==> src/rtl/key_tone_gen.sv <==
// key_tone_gen: keypad-driven buzzer tone generator with IDLE/TONE/GAP sequencing.
// Define NOTE_PENDING_EN to hold one key pressed during a tone or gap until the gap ends.
module key_tone_gen #(
  parameter int NOTE_CYCLES = 6250000,
  parameter int GAP_CYCLES  = 250000
) (
  input  logic       clk,
  input  logic       rst,
  input  logic       key_valid,
  input  logic [3:0] key_code,
  output logic       beep,
  output logic       playing,
  output logic       busy,
  output logic [3:0] cur_note,
  output logic       pend_full
);

  typedef enum logic [1:0] {IDLE, TONE, GAP} state_t;

  localparam logic [22:0] NOTE_LAST = 23'(NOTE_CYCLES - 1);
  localparam logic [22:0] GAP_LAST  = 23'(GAP_CYCLES - 1);

  state_t      state;
  logic [15:0] half_cnt;
  logic [22:0] dur_cnt;
  logic [15:0] half_last;
  logic        key_stop;
  logic        key_note;
  logic        tone_done;
  logic        gap_done;
  logic        start_tone;
  logic [3:0]  start_code;
`ifdef NOTE_PENDING_EN
  logic [3:0]  pend_code;
`endif

  // Half-period of each note in clk cycles, C4 up to C6.
  function automatic logic [15:0] half_period(input logic [3:0] code);
    case (code)
      4'd0:    half_period = 16'd47778;
      4'd1:    half_period = 16'd42566;
      4'd2:    half_period = 16'd37922;
      4'd3:    half_period = 16'd35793;
      4'd4:    half_period = 16'd31888;
      4'd5:    half_period = 16'd28409;
      4'd6:    half_period = 16'd25310;
      4'd7:    half_period = 16'd23889;
      4'd8:    half_period = 16'd21283;
      4'd9:    half_period = 16'd18961;
      4'd10:   half_period = 16'd17896;
      4'd11:   half_period = 16'd15944;
      4'd12:   half_period = 16'd14205;
      4'd13:   half_period = 16'd12655;
      4'd14:   half_period = 16'd11945;
      default: half_period = 16'd1;
    endcase
  endfunction

  assign key_stop  = key_valid && (key_code == 4'd15);
  assign key_note  = key_valid && (key_code != 4'd15);
  assign tone_done = (dur_cnt == NOTE_LAST);
  assign gap_done  = (dur_cnt == GAP_LAST);
  assign half_last = half_period(cur_note) - 16'd1;

  // A fresh key wins over an expiring tone or gap in the same cycle.
  always_comb begin
    start_tone = 1'b0;
    start_code = key_code;
    case (state)
      IDLE: start_tone = key_note;
`ifdef NOTE_PENDING_EN
      GAP: begin
        if (gap_done) begin
          if (key_note) begin
            start_tone = 1'b1;
          end else if (pend_full) begin
            start_tone = 1'b1;
            start_code = pend_code;
          end
        end
      end
`else
      TONE, GAP: start_tone = key_note;
`endif
      default: ;
    endcase
  end

  always_ff @(posedge clk or posedge rst) begin
    if (rst) begin
      state    <= IDLE;
      beep     <= 1'b0;
      playing  <= 1'b0;
      busy     <= 1'b0;
      cur_note <= 4'd0;
      half_cnt <= 16'd0;
      dur_cnt  <= 23'd0;
`ifdef NOTE_PENDING_EN
      pend_full <= 1'b0;
      pend_code <= 4'd0;
`endif
    end else if (key_stop) begin
      state    <= IDLE;
      beep     <= 1'b0;
      playing  <= 1'b0;
      busy     <= 1'b0;
      half_cnt <= 16'd0;
      dur_cnt  <= 23'd0;
`ifdef NOTE_PENDING_EN
      pend_full <= 1'b0;
`endif
    end else if (start_tone) begin
      state    <= TONE;
      playing  <= 1'b1;
      busy     <= 1'b1;
      beep     <= 1'b0;
      cur_note <= start_code;
      half_cnt <= 16'd0;
      dur_cnt  <= 23'd0;
`ifdef NOTE_PENDING_EN
      pend_full <= 1'b0;
`endif
    end else begin
`ifdef NOTE_PENDING_EN
      if (key_note) begin
        pend_full <= 1'b1;
        pend_code <= key_code;
      end
`endif
      case (state)
        TONE: begin
          if (tone_done) begin
            state    <= GAP;
            playing  <= 1'b0;
            beep     <= 1'b0;
            half_cnt <= 16'd0;
            dur_cnt  <= 23'd0;
          end else begin
            dur_cnt <= dur_cnt + 23'd1;
            if (half_cnt == half_last) begin
              beep     <= ~beep;
              half_cnt <= 16'd0;
            end else begin
              half_cnt <= half_cnt + 16'd1;
            end
          end
        end
        GAP: begin
          if (gap_done) begin
            state   <= IDLE;
            busy    <= 1'b0;
            dur_cnt <= 23'd0;
          end else begin
            dur_cnt <= dur_cnt + 23'd1;
          end
        end
        default: ;
      endcase
    end
  end

`ifndef NOTE_PENDING_EN
  assign pend_full = 1'b0;
`endif

endmodule

==> config.mk <==
export PLATFORM = sky130hd
export DESIGN_NAME = key_tone_gen
export DESIGN_NICKNAME = d
export VERILOG_FILES = /design/src/rtl/key_tone_gen.sv
export SDC_FILE = /design/constraint.sdc
export NUM_CORES = 1
export LEC_CHECK = 0
export BUFFER_PORTS_ARGS = -buffer_cell sky130_fd_sc_hd__clkbuf_2
export CORE_MARGIN = 3
export CORE_UTILIZATION = 50
export CTS_BUF_LIST = sky130_fd_sc_hd__clkbuf_8 sky130_fd_sc_hd__clkbuf_16
export CTS_CLUSTER_SIZE = 30
export DETAILED_ROUTE_END_ITERATION = 10
export GPL_TIMING_DRIVEN = 0
export PLACE_DENSITY = 0.79
export SYNTH_ARGS = -nofsm -noshare
export SYNTH_HDL_FRONTEND = slang
export SYNTH_SLANG_ARGS = --single-unit
==> constraint.sdc <==
create_clock -name clk -period 10.45 [get_ports clk]
set_input_delay 1.045 -clock clk [delete_from_list [all_inputs] [get_ports clk]]
set_output_delay 1.045 -clock clk [all_outputs]
set_load 0.05 [all_outputs]
==> results of run 1 <==
-- area by class of cell --
| type | count | area (µm²) |
|---|---|---|
| Clock inverter | 2 | 13.8 |
| Fill cell | 605 | 2970 |
| Multi-Input combinational cell | 325 | 2220 |
| Timing Repair Buffer | 14 | 85.1 |
| Sequential cell | 48 | 1200 |
| Tap cell | 96 | 120 |
| Clock buffer | 6 | 82.6 |
| Inverter | 18 | 67.6 |
| Buffer | 15 | 114 |
-- final timing paths --
check / from / endpoint / slack (ns) / cells past startpoint
worst max-delay path: cur_note[1] / beep / 6.20 / 15
worst min-delay path: busy / busy / 0.54 / 1
worst max register to register: cur_note[1] / beep / 6.20 / 15
worst min register to register: busy / busy / 0.54 / 1
max in group asynchronous: rst / half_cnt[11] / 9.21 / 3
min in group asynchronous: rst / dur_cnt[13] / 0.73 / 2
-- sequential cells by signal (all words and copies together), names as in the netlist --
signal	count
beep	1
busy	1
cur_note	4
dur_cnt	23
half_cnt	16
playing	1
state	2
-- metal layers --
metal  GRT usage  wire length (µm)
met1       0.282              3750
met2       0.325              3720
met3      0.0250               279
met4      0.0452                66
met5           0                 0
-- synth_stat cells (all sizes together) (3+ instances only) --
cell type	instances	area [µm²]
dfrtp	48	1200
or3	4	25.0
nand3b	4	30.0
nor3	10	60.1
o21ai	22	110
and3	4	25.0
nand2b	8	50.1
nand2	28	105
and2	7	43.8
or2	4	25.0
nor2b	6	37.5
mux2i	7	73.8
and4	3	26.3
a21o	4	30.0
a21oi	5	28.8
ha	15	188
a31oi	3	18.8
buf	13	106
xor2	23	201
nor2	47	176
inv	18	67.6
nor4	4	25.0
o22a	4	35.0
nor3b	3	22.5
xnor2	25	219
nand4	9	56.3
nand3	29	145
or4	4	33.8
-- power by group through the flow --
stage,registers (mW),clock network [mW],logic [mW]
5_1_grt,0.246,0.128,0.790
3_5_place_dp,0.245,0,0.706
6_report,0.242,0.121,0.715
2_1_floorplan,0.270,0,0.540
4_1_cts,0.242,0.123,0.709
3_3_place_gp,0.244,0,0.686
-- worst max-delay path: stages, from the launching register on --
cell       delay, ns
dfrtp_1         0.52
buf_4           0.24
inv_1           0.17
ha_1            0.31
mux2i_1         0.11
a211oi_1        0.49
inv_1           0.09
ha_1            0.19
buf_1           0.22
xnor2_1         0.20
a2111oi_2       0.35
o21ai_1         0.13
nor4b_2         0.34
nand3_1         0.18
a21oi_2         0.42
o22ai_1         0.15
-- cell families after synthesis --
kind of cell    count (synthesis)
compound gates                 66
mux                            11
xor+xnor                       48
buf+inv                        33
other cells                     1
flops                          48
fa+ha+maj                      15
simple gates                  184
-- through the flow --
stage          utilization  std cells
2_1_floorplan            -        406
3_3_place_gp         0.551        515
3_5_place_dp         0.554        516
4_1_cts              0.568        524
5_1_grt              0.568        524
6_report             0.568        524
==> summary.txt, run 1 <==
Status
  – Status: complete, no violations

STA
  – Relative slew margins: 0.533
  – Skew final: 0.00823 ns
  – Hold_ws: 0.539 ns
  – Max Fclk: 235 MHz
  – Final Slew Violations: 0
  – Tcrit/Tclk final: 0.406
  – Final Hold Viols: 0
  – Final setup fails: 0
  – Worst-Margin Slew: 0.692 ns
  – RSZ-0062 raised after global routing: no
  – Setup TNS: 0 ns
  – Post-route minimum period: 4.25 ns
  – Fin worst setup slack: 6.20 ns

Die
  – Core box area: 6870 µm²
  – Ports: 15
  – Rows: 30
  – Total Die Area: 8250 µm²
  – Die X: 90.8 µm
  – Initial core utilization: 0.524
  – Die span in y: 90.8 µm

Logic synthesis
  – Synthesis Warnings: 0
  – Multiplexer share of the synthesized area: 0.0393
  – Post-synthesis sequential area ratio: 0.334
  – Largest family of logic cells by synthesized area: simple AND/OR/NAND/NOR gates
  – FF+latch count, synth: 48
  – Synth Instances: 406
  – Distinct cells, synth: 70
  – Syn_nets: 428
  – Simple-Gate Fraction of Synth Area: 0.277
  – Ys async rst share: 1.00
  – Main synth FF type: dfrtp_1
  – Cell Area, Synth: 3600 µm²
  – Avg Cell Area, Syn: 8.86 µm²
  – Complex-gate fraction of the synthesized area: 0.129
  – Post-synth EDFFs: 0
  – Xor-xnor portion of the synthesized cell area: 0.117
  – Synth Area in Adders: 0.0522

Power and ir drop
  – Clock share of power: 0.112
  – Leakage: 1.71 nW
  – Pwr/cell area: 276 nW/µm²
  – Switch Pwr: 524 µW
  – Sequential power share: 0.225
  – Sw Ratio: 0.487
  – P_int: 553 µW
  – Final Power: 1.08 mW
  – Comb power frac: 0.663
  – VDD IR max: 0.166 mV

Flow run
  – Max-Cap Viols: 0

Worst setup path
  – CP arrival: 4.42 ns
  – Crit. End Element: flip-flop
  – Crit path required time: 10.62 ns
  – Critical path class: flip-flop to flip-flop
  – CP Launch Type: flip-flop
  – Crit path max fanout: 10

Clocking
  – Post-CTS Setup Bufs: 0
  – Clock Latency Late Sink: 0.31 ns
  – Htree depth: 2
  – Resized Gates After CTS: 0
  – CTS buffer count: 5
  – Root Driver: clkbuf_8
  – Hold_buf cts: 0
  – Clk sinks: 48
  – CTS tree: built
  – Clock buffer depth: 2
  – Worst-path clk slew: 0.09 ns

Route
  – Drt pass-1 iters: 4
  – WL/cell: 14.9 µm
  – DR vias: 2989
  – Vias per cell: 5.70
  – Starting DRT DRC Count: 258
  – Drt drc: 0
  – Final wirelength: 7820 µm
  – Antenna Nets Post-Route: 0

Layout
  – Final instance area: 3900 µm²
  – N_diodes: 0
  – Synth-to-Final Area Change: 8.38%
  – Commonest non-fill, non-tap cell in the layout: dfrtp_1
  – Layout cell share with drive strength beyond 1: 0.131
  – Nets: 449
  – Most frequent cells in the layout: dfrtp_1, nor2_1, nand3_1

Place
  – Placed Instance Area: 3800 µm²
  – Pre-CTS setup slack: 6.26 ns
  – Port Buffers: 13
  – Post-DP HPWL: 6050 µm
  – Gpl congestion: 0.904

Min path
  – Min-Delay Path Class: flip-flop to flip-flop

Global route
  – First-pass GRT wire length: 13700 µm
  – Vias in the first global route: 2884
  – Remaining Overflow, GRT: 0
  – Largest net degree at the start of global routing: 28
  – Initial antenna violation count: 0
  – GRT Util Overall: 0.199
No activity file was read; power rests on OpenSTA's default activity.
==> run 2, diff against run 1 <==
Settings changed: ABC_AREA set to 1.
Clock period 10.45 ns to 4.3 ns, I/O delays scaled along.
==> run 2 against run 1 <==
  * Total power grew to 2.6 times the previous value
  * Maximum frequency increased by 33%
  * Die area increased by 13%
  * Global-route usage grew 1.1 points
  * Count of clock-buffer cells in the layout did not move
  * Synthesized cell count up 48%
  * Sequential power up 140%
  * Sequential share of layout area fell by 3.6 points
==> summary.txt, run 2 <==
Status
  – Status: complete, no violations

Place
  – Post-DP HPWL: 7750 µm
  – Placed Instance Area: 4330 µm²
  – Post-Place Cells: 717
  – Gpl congestion: 0.932
  – Port Buffers: 13

Logic synthesis
  – Avg Cell Area, Syn: 6.85 µm²
  – Most instantiated cells after synthesis: nand2_1, inv_1, nor2_1, dfrtp_1, nand3_1
  – Synth Instances: 601
  – Share of the synthesized area in the top cell type: 0.292
  – Top-count cell post-synth: nand2_1
  – Synth area leader: dfrtp_1
  – Synth top area cells: dfrtp_1, nand2_1, inv_1
  – Post-synthesis sequential area ratio: 0.292
  – FF+latch count, synth: 48
  – Cell Area, Synth: 4110 µm²
  – Post-synth EDFFs: 0
  – Main synth FF type: dfrtp_1
  – Synthesis Warnings: 0
  – Ys async rst share: 1.00
  – Syn_nets: 623
  – Distinct cells, synth: 42

STA
  – Max Fclk: 314 MHz
  – RSZ-0062 raised after global routing: no
  – Tcrit/Tclk final: 0.741
  – Final Hold Viols: 0
  – Worst-Margin Slew: 0.629 ns
  – Post-route minimum period: 3.19 ns
  – Setup TNS: 0 ns
  – Skew final: 0.00978 ns
  – Final setup fails: 0
  – Final Slew Violations: 0
  – Relative slew margins: 0.577
  – Hold_ws: 0.0208 ns

Global route
  – Met3 Resource Use GR: 0.0195
  – M2 GR Usage: 0.384
  – Vias in the first global route: 3629
  – First-pass GRT wire length: 16600 µm
  – Largest net degree at the start of global routing: 40
  – Busiest layer in global routing: met2
  – Remaining Overflow, GRT: 0
  – Initial antenna violation count: 0
  – Met1 Track Usage GR: 0.254
  – GRT Util Overall: 0.209

Worst setup path
  – Crit path required time: 4.54 ns
  – Crit path max fanout: 10
  – Slowest-stage cell, CP: dfrtp_1
  – Critical path class: flip-flop to flip-flop
  – Bufs and invs on worst path: 2
  – CP arrival: 3.43 ns
  – Reg2Reg Setup Slack: 1.11 ns
  – CP delay by family, top: simple AND/OR/NAND/NOR gates
  – Crit. End Element: flip-flop
  – CP Launch Type: flip-flop
  – Crit-path cells: inv_1 > ha_1 > nand2_1 > nand3_2 > nand2_4 > ha_1 > xnor2_1 > nor2_1 > nand3_1 > a21oi_1 > nand2_1 > nor2_1 > nand2_1 > nor2_2 > nand2_2 > o21bai_4 > buf_6 > nand3_2 > nand2_1
  – Most frequent CP cell: nand2_1
  – Slowest stage delay, CP: 0.48 ns

Power and ir drop
  – Final Power: 2.82 mW
  – VDD IR max: 0.229 mV
  – Pwr/cell area: 636 nW/µm²
  – Leakage: 2.16 nW

Die
  – Die X: 96.7 µm
  – Rows: 32
  – Ports: 15
  – Core box area: 7850 µm²
  – Initial core utilization: 0.524
  – Total Die Area: 9350 µm²
  – Die span in y: 96.7 µm

Layout
  – Post-Layout Cell Count: 725
  – Synth-to-Final Area Change: 7.54%
  – Final instance area: 4420 µm²
  – Max FFs per register: 23
  – N_diodes: 0
  – Biggest regs: dur_cnt x23, half_cnt x16, cur_note x4
  – Nets: 644
  – Layout cell share with drive strength beyond 1: 0.144
  – Most frequent cells in the layout: nand2_1, inv_1, nor2_1
  – Most flop-heavy register: dur_cnt
  – Commonest non-fill, non-tap cell in the layout: nand2_1

Clocking
  – Clk sinks: 48
  – Clock Latency Late Sink: 0.30 ns
  – Htree depth: 2
  – Resized Gates After CTS: 0
  – Root Driver: clkbuf_8
  – Post-CTS Setup Bufs: 0
  – Worst-path clk slew: 0.09 ns
  – Clock buffer depth: 2
  – CTS tree: built
  – Hold_buf cts: 0
  – CTS buffer count: 5

Route
  – Antenna Nets Post-Route: 0
  – Vias per cell: 5.31
  – Starting DRT DRC Count: 276
  – Drt drc: 0
  – WL/cell: 13.4 µm
  – Drt pass-1 iters: 5
  – DR vias: 3851
  – Final wirelength: 9700 µm

Min path
  – Min-Delay Path Class: input pin to asynchronous set/reset pin

Flow run
  – Max-Cap Viols: 0
run 2: cell count changes in the layout (fill, tap and decap cells not counted), moves of 9 or more:
cell | previous run | this run
o21ai_0 | 19 | 30
inv_1 | 15 | 72
nand2_2 | 0 | 9
nor2_1 | 47 | 58
nand3_2 | 0 | 10
nand2_1 | 28 | 170
a21oi_1 | 4 | 17
xnor2_1 | 25 | 6
nand3_1 | 29 | 46
run 2: kinds of logic (layout without fill, tap and decap cells):
group,after synthesis,count (layout),synth area share
other,1,1,0.000912
xor gates and xnor gates,23,23,0.0508
buffers and inverters,92,114,0.0931
and+or+nand+nor,366,366,0.441
adders and majority gates,15,15,0.0456
DFF,48,48,0.292
AOI/OAI and AO/OA,56,56,0.0763
run 2: layout make-up:
class | count | area, µm²
plain buffers | 12 | 82.6
clock buffers | 6 | 82.6
clock inverters | 2 | 15.0
fillers | 752 | 3420
inverters | 80 | 300
multi-input cells | 461 | 2530
flip-flops and latches | 48 | 1200
well taps | 102 | 128
repair buffers | 14 | 85.1
run 2: final timing paths:
path,from,to,depth (start not counted)
max in group asynchronous,rst,dur_cnt[4],3
min in group clk,key_code[2],cur_note[2],3
worst max-delay path,cur_note[1],beep,19
worst min register to register,half_cnt[10],half_cnt[10],2
worst max register to register,cur_note[1],beep,19
worst min-delay path,rst,beep,2
run 2: layer usage:
layer | share of wire | vias to the layer above
li1 | - | 1970
met1 | 0.43 | 1789
met2 | 0.52 | 80
met3 | 0.032 | 12
met4 | 0.023 | 0
met5 | 0 | -
run 2: through the flow:
stage	setup WS (ns)	util
6_report	1.11	0.564
5_1_grt	0.814	0.564
4_1_cts	1.09	0.564
3_5_place_dp	1.11	0.551
3_3_place_gp	1.19	0.549
2_1_floorplan	1.27	-
run 2: power breakdown:
part / total [mW] / switching, mW / internal [mW] / leakage (nW)
Clock: 0.282 / 0.152 / 0.130 / 0.0434
Sequential: 0.579 / 0.0726 / 0.506 / 0.643
Combinational: 1.95 / 1.34 / 0.617 / 1.48
Total: 2.82 / 1.56 / 1.25 / 2.16
==> run 3, diff against run 2 <==
Settings changed: PLACE_DENSITY 0.79 to 0.81.
Clock period 4.3 ns to 2.6 ns, I/O delays scaled along.
==> run 3 against run 2 <==
  * The flow now finishes with violations (setup timing)
  * Setup slack lost 1.3 ns
  * Count of clock-buffer cells in the layout did not move
  * Largest cell class unchanged
  * Clock power increased by 68%
  * Via count up 8.0%
  * Critical path depth down 2
  * Sequential power grew 66%
  * Sequential share of layout area shrank 2.7 points
  * Flip-flop and latch count is the same
  * Worst hold slack better by 0.16 ns
  * Highest routed layer unchanged
  * First-iteration DRC count is 20% higher
  * Register-to-register slack worse by 1.3 ns
==> summary.txt, run 3 (synthesized netlist as in run 2, its figures left out) <==
Status
  – Status: finished with violations
  – Failing checks: setup timing

Worst setup path
  – Slowest-stage cell, CP: dfrtp_4
  – Crit path launch: cur_note[1]
  – Crit. End Element: flip-flop
  – Most frequent CP cell: nand2_1
  – CP arrival: 3.01 ns
  – CP endpoint: half_cnt[14]
  – Bufs and invs on worst path: 3
  – Crit path max fanout: 6
  – CP Launch Type: flip-flop
  – Critical path depth: 17
  – Crit-path cells: clkinvlp_4 > buf_6 > ha_4 > nand2_1 > nand3_2 > o21ai_4 > nor2_4 > nand2_2 > nor2_4 > nand2_1 > nand2_1 > nand2_1 > nor2_2 > nand3_1 > o21bai_4 > buf_6 > a21oi_1
  – Reg2Reg Setup Slack: -0.21 ns
  – CP delay by family, top: simple AND/OR/NAND/NOR gates
  – Critical path class: flip-flop to flip-flop
  – RR Endpoint: half_cnt[14]
  – Crit path required time: 2.80 ns
  – Worst r2r src: cur_note[1]
  – Slowest stage delay, CP: 0.47 ns
  – R2R depth: 17

Die
  – Core box area: 7850 µm²
  – Rows: 32
  – Ports: 15
  – Die span in y: 96.7 µm
  – Die X: 96.7 µm
  – Initial core utilization: 0.524
  – Total Die Area: 9350 µm²

STA
  – Worst-Margin Slew: 0.573 ns
  – Max Fclk: 356 MHz
  – RSZ-0062 raised after global routing: yes
  – Final Slew Violations: 0
  – Relative slew margins: 0.614
  – Tcrit/Tclk final: 1.08
  – Final setup fails: 17
  – Fin worst setup slack: -0.212 ns
  – Post-route minimum period: 2.81 ns
  – Final Hold Viols: 0
  – Skew final: 0.0147 ns
  – Hold_ws: 0.177 ns

Clocking
  – Clock Latency Late Sink: 0.30 ns
  – CTS buffer count: 5
  – Clk sinks: 48
  – Root Driver: clkbuf_8
  – Htree depth: 2
  – CTS tree: built
  – Clock buffer depth: 2
  – Worst-path clk slew: 0.10 ns

Layout
  – Biggest regs: dur_cnt x23, half_cnt x16, cur_note x4
  – Most frequent cells in the layout: nand2_1, inv_1, nor2_1
  – Most flop-heavy register: dur_cnt
  – Synth-to-Final Area Change: 20.1%
  – Layout cell share with drive strength beyond 1: 0.255
  – Nets: 671
  – Commonest non-fill, non-tap cell in the layout: nand2_1
  – Max FFs per register: 23
  – N_diodes: 0

Route
  – Vias per cell: 5.53
  – Drt pass-1 iters: 5
  – WL/cell: 15.0 µm
  – Antenna Nets Post-Route: 0
  – Final wirelength: 11300 µm
  – DR vias: 4159
  – Starting DRT DRC Count: 330
  – Drt drc: 0

Global route
  – First-pass GRT wire length: 17800 µm
  – Initial antenna violation count: 0
  – Largest net degree at the start of global routing: 36
  – Remaining Overflow, GRT: 0
  – GRT Util Overall: 0.224
  – Vias in the first global route: 3939

Power and ir drop
  – Pwr/cell area: 1160 nW/µm²
  – Leakage: 2.34 nW
  – VDD IR max: 0.458 mV

Place
  – Gpl congestion: 1.03
  – Post-DP HPWL: 7510 µm
  – Port Buffers: 13
  – Pre-CTS setup slack: -0.276 ns

Flow run
  – Max-Cap Viols: 0

Min path
  – Min-Delay Path Class: input pin to flip-flop
==> run 3: changes by cell type in the layout (fill, tap and decap cells not counted), sizes merged <==
cell	delta
buf	+26
clkinvlp	+2
dlygate4sd3	+1
inv	-2
==> run 3: worst min-delay path by stage <==
stage	startpoint	endpoint	slack (ns)	depth (start not counted)
final	key_code[2]	cur_note[2]	0.18	3
after floorplan	key_code[0]	cur_note[0]	0.38	2
after detailed placement	rst	dur_cnt[20]	0.22	2
after global routing	key_code[2]	cur_note[2]	0.18	3
after global placement	key_code[3]	cur_note[3]	0.48	3
after CTS	key_code[0]	cur_note[0]	0.17	3
==> run 3: routing by layer <==
| metal | global-route usage | part of all wire | vias up |
|---|---|---|---|
| met1 | 0.270 | 0.41 | 1935 |
| li1 | - | - | 2020 |
| met4 | 0.0810 | 0.042 | 0 |
| met2 | 0.407 | 0.51 | 153 |
| met5 | 0 | 0 | - |
| met3 | 0.0274 | 0.045 | 51 |
==> run 3: worst min-delay path, cell delays in order <==
cell,delay (ns)
clkbuf_2,0.09
nand2_1,0.04
o21ai_0,0.06
==> run 3: repair_timing <==
item                                   4_1_cts  5_1_grt
resized for setup                           33       24
pin swaps                                   11       19
cloned                                       1        0
endpoints found under the hold margin       13        0
setup endpoints to repair                   17       27
hold buffers                                 1        0
buffers inserted                            18        7
==> run 3: cell type report <==
class / count / area, µm²
Buffer: 12 / 82.6
Fill cell: 637 / 2910
Clock buffer: 6 / 82.6
Inverter: 80 / 308
Tap cell: 102 / 128
Multi-Input combinational cell: 461 / 2790
Clock inverter: 2 / 15.0
Timing Repair Buffer: 41 / 327
Sequential cell: 48 / 1210
==> run 3: through the flow <==
step                      std cells  setup TNS [ns]  cell area [µm²]  power [mW]   util
final                           752           -3.19             4940        5.74  0.630
after global routing            752           -5.96             4940        6.12  0.630
after CTS                       745           -1.47             4780        5.16  0.609
after detailed placement        717           -4.24             4370        4.25  0.556
after global placement          716           -4.04             4350        4.16  0.554
after floorplan                 601          -0.415             4150        3.59      -
==> run 3: where the power goes <==
part | internal (mW) | switching [mW]
clock network | 0.216 | 0.259
registers | 0.845 | 0.117
logic | 1.56 | 2.75
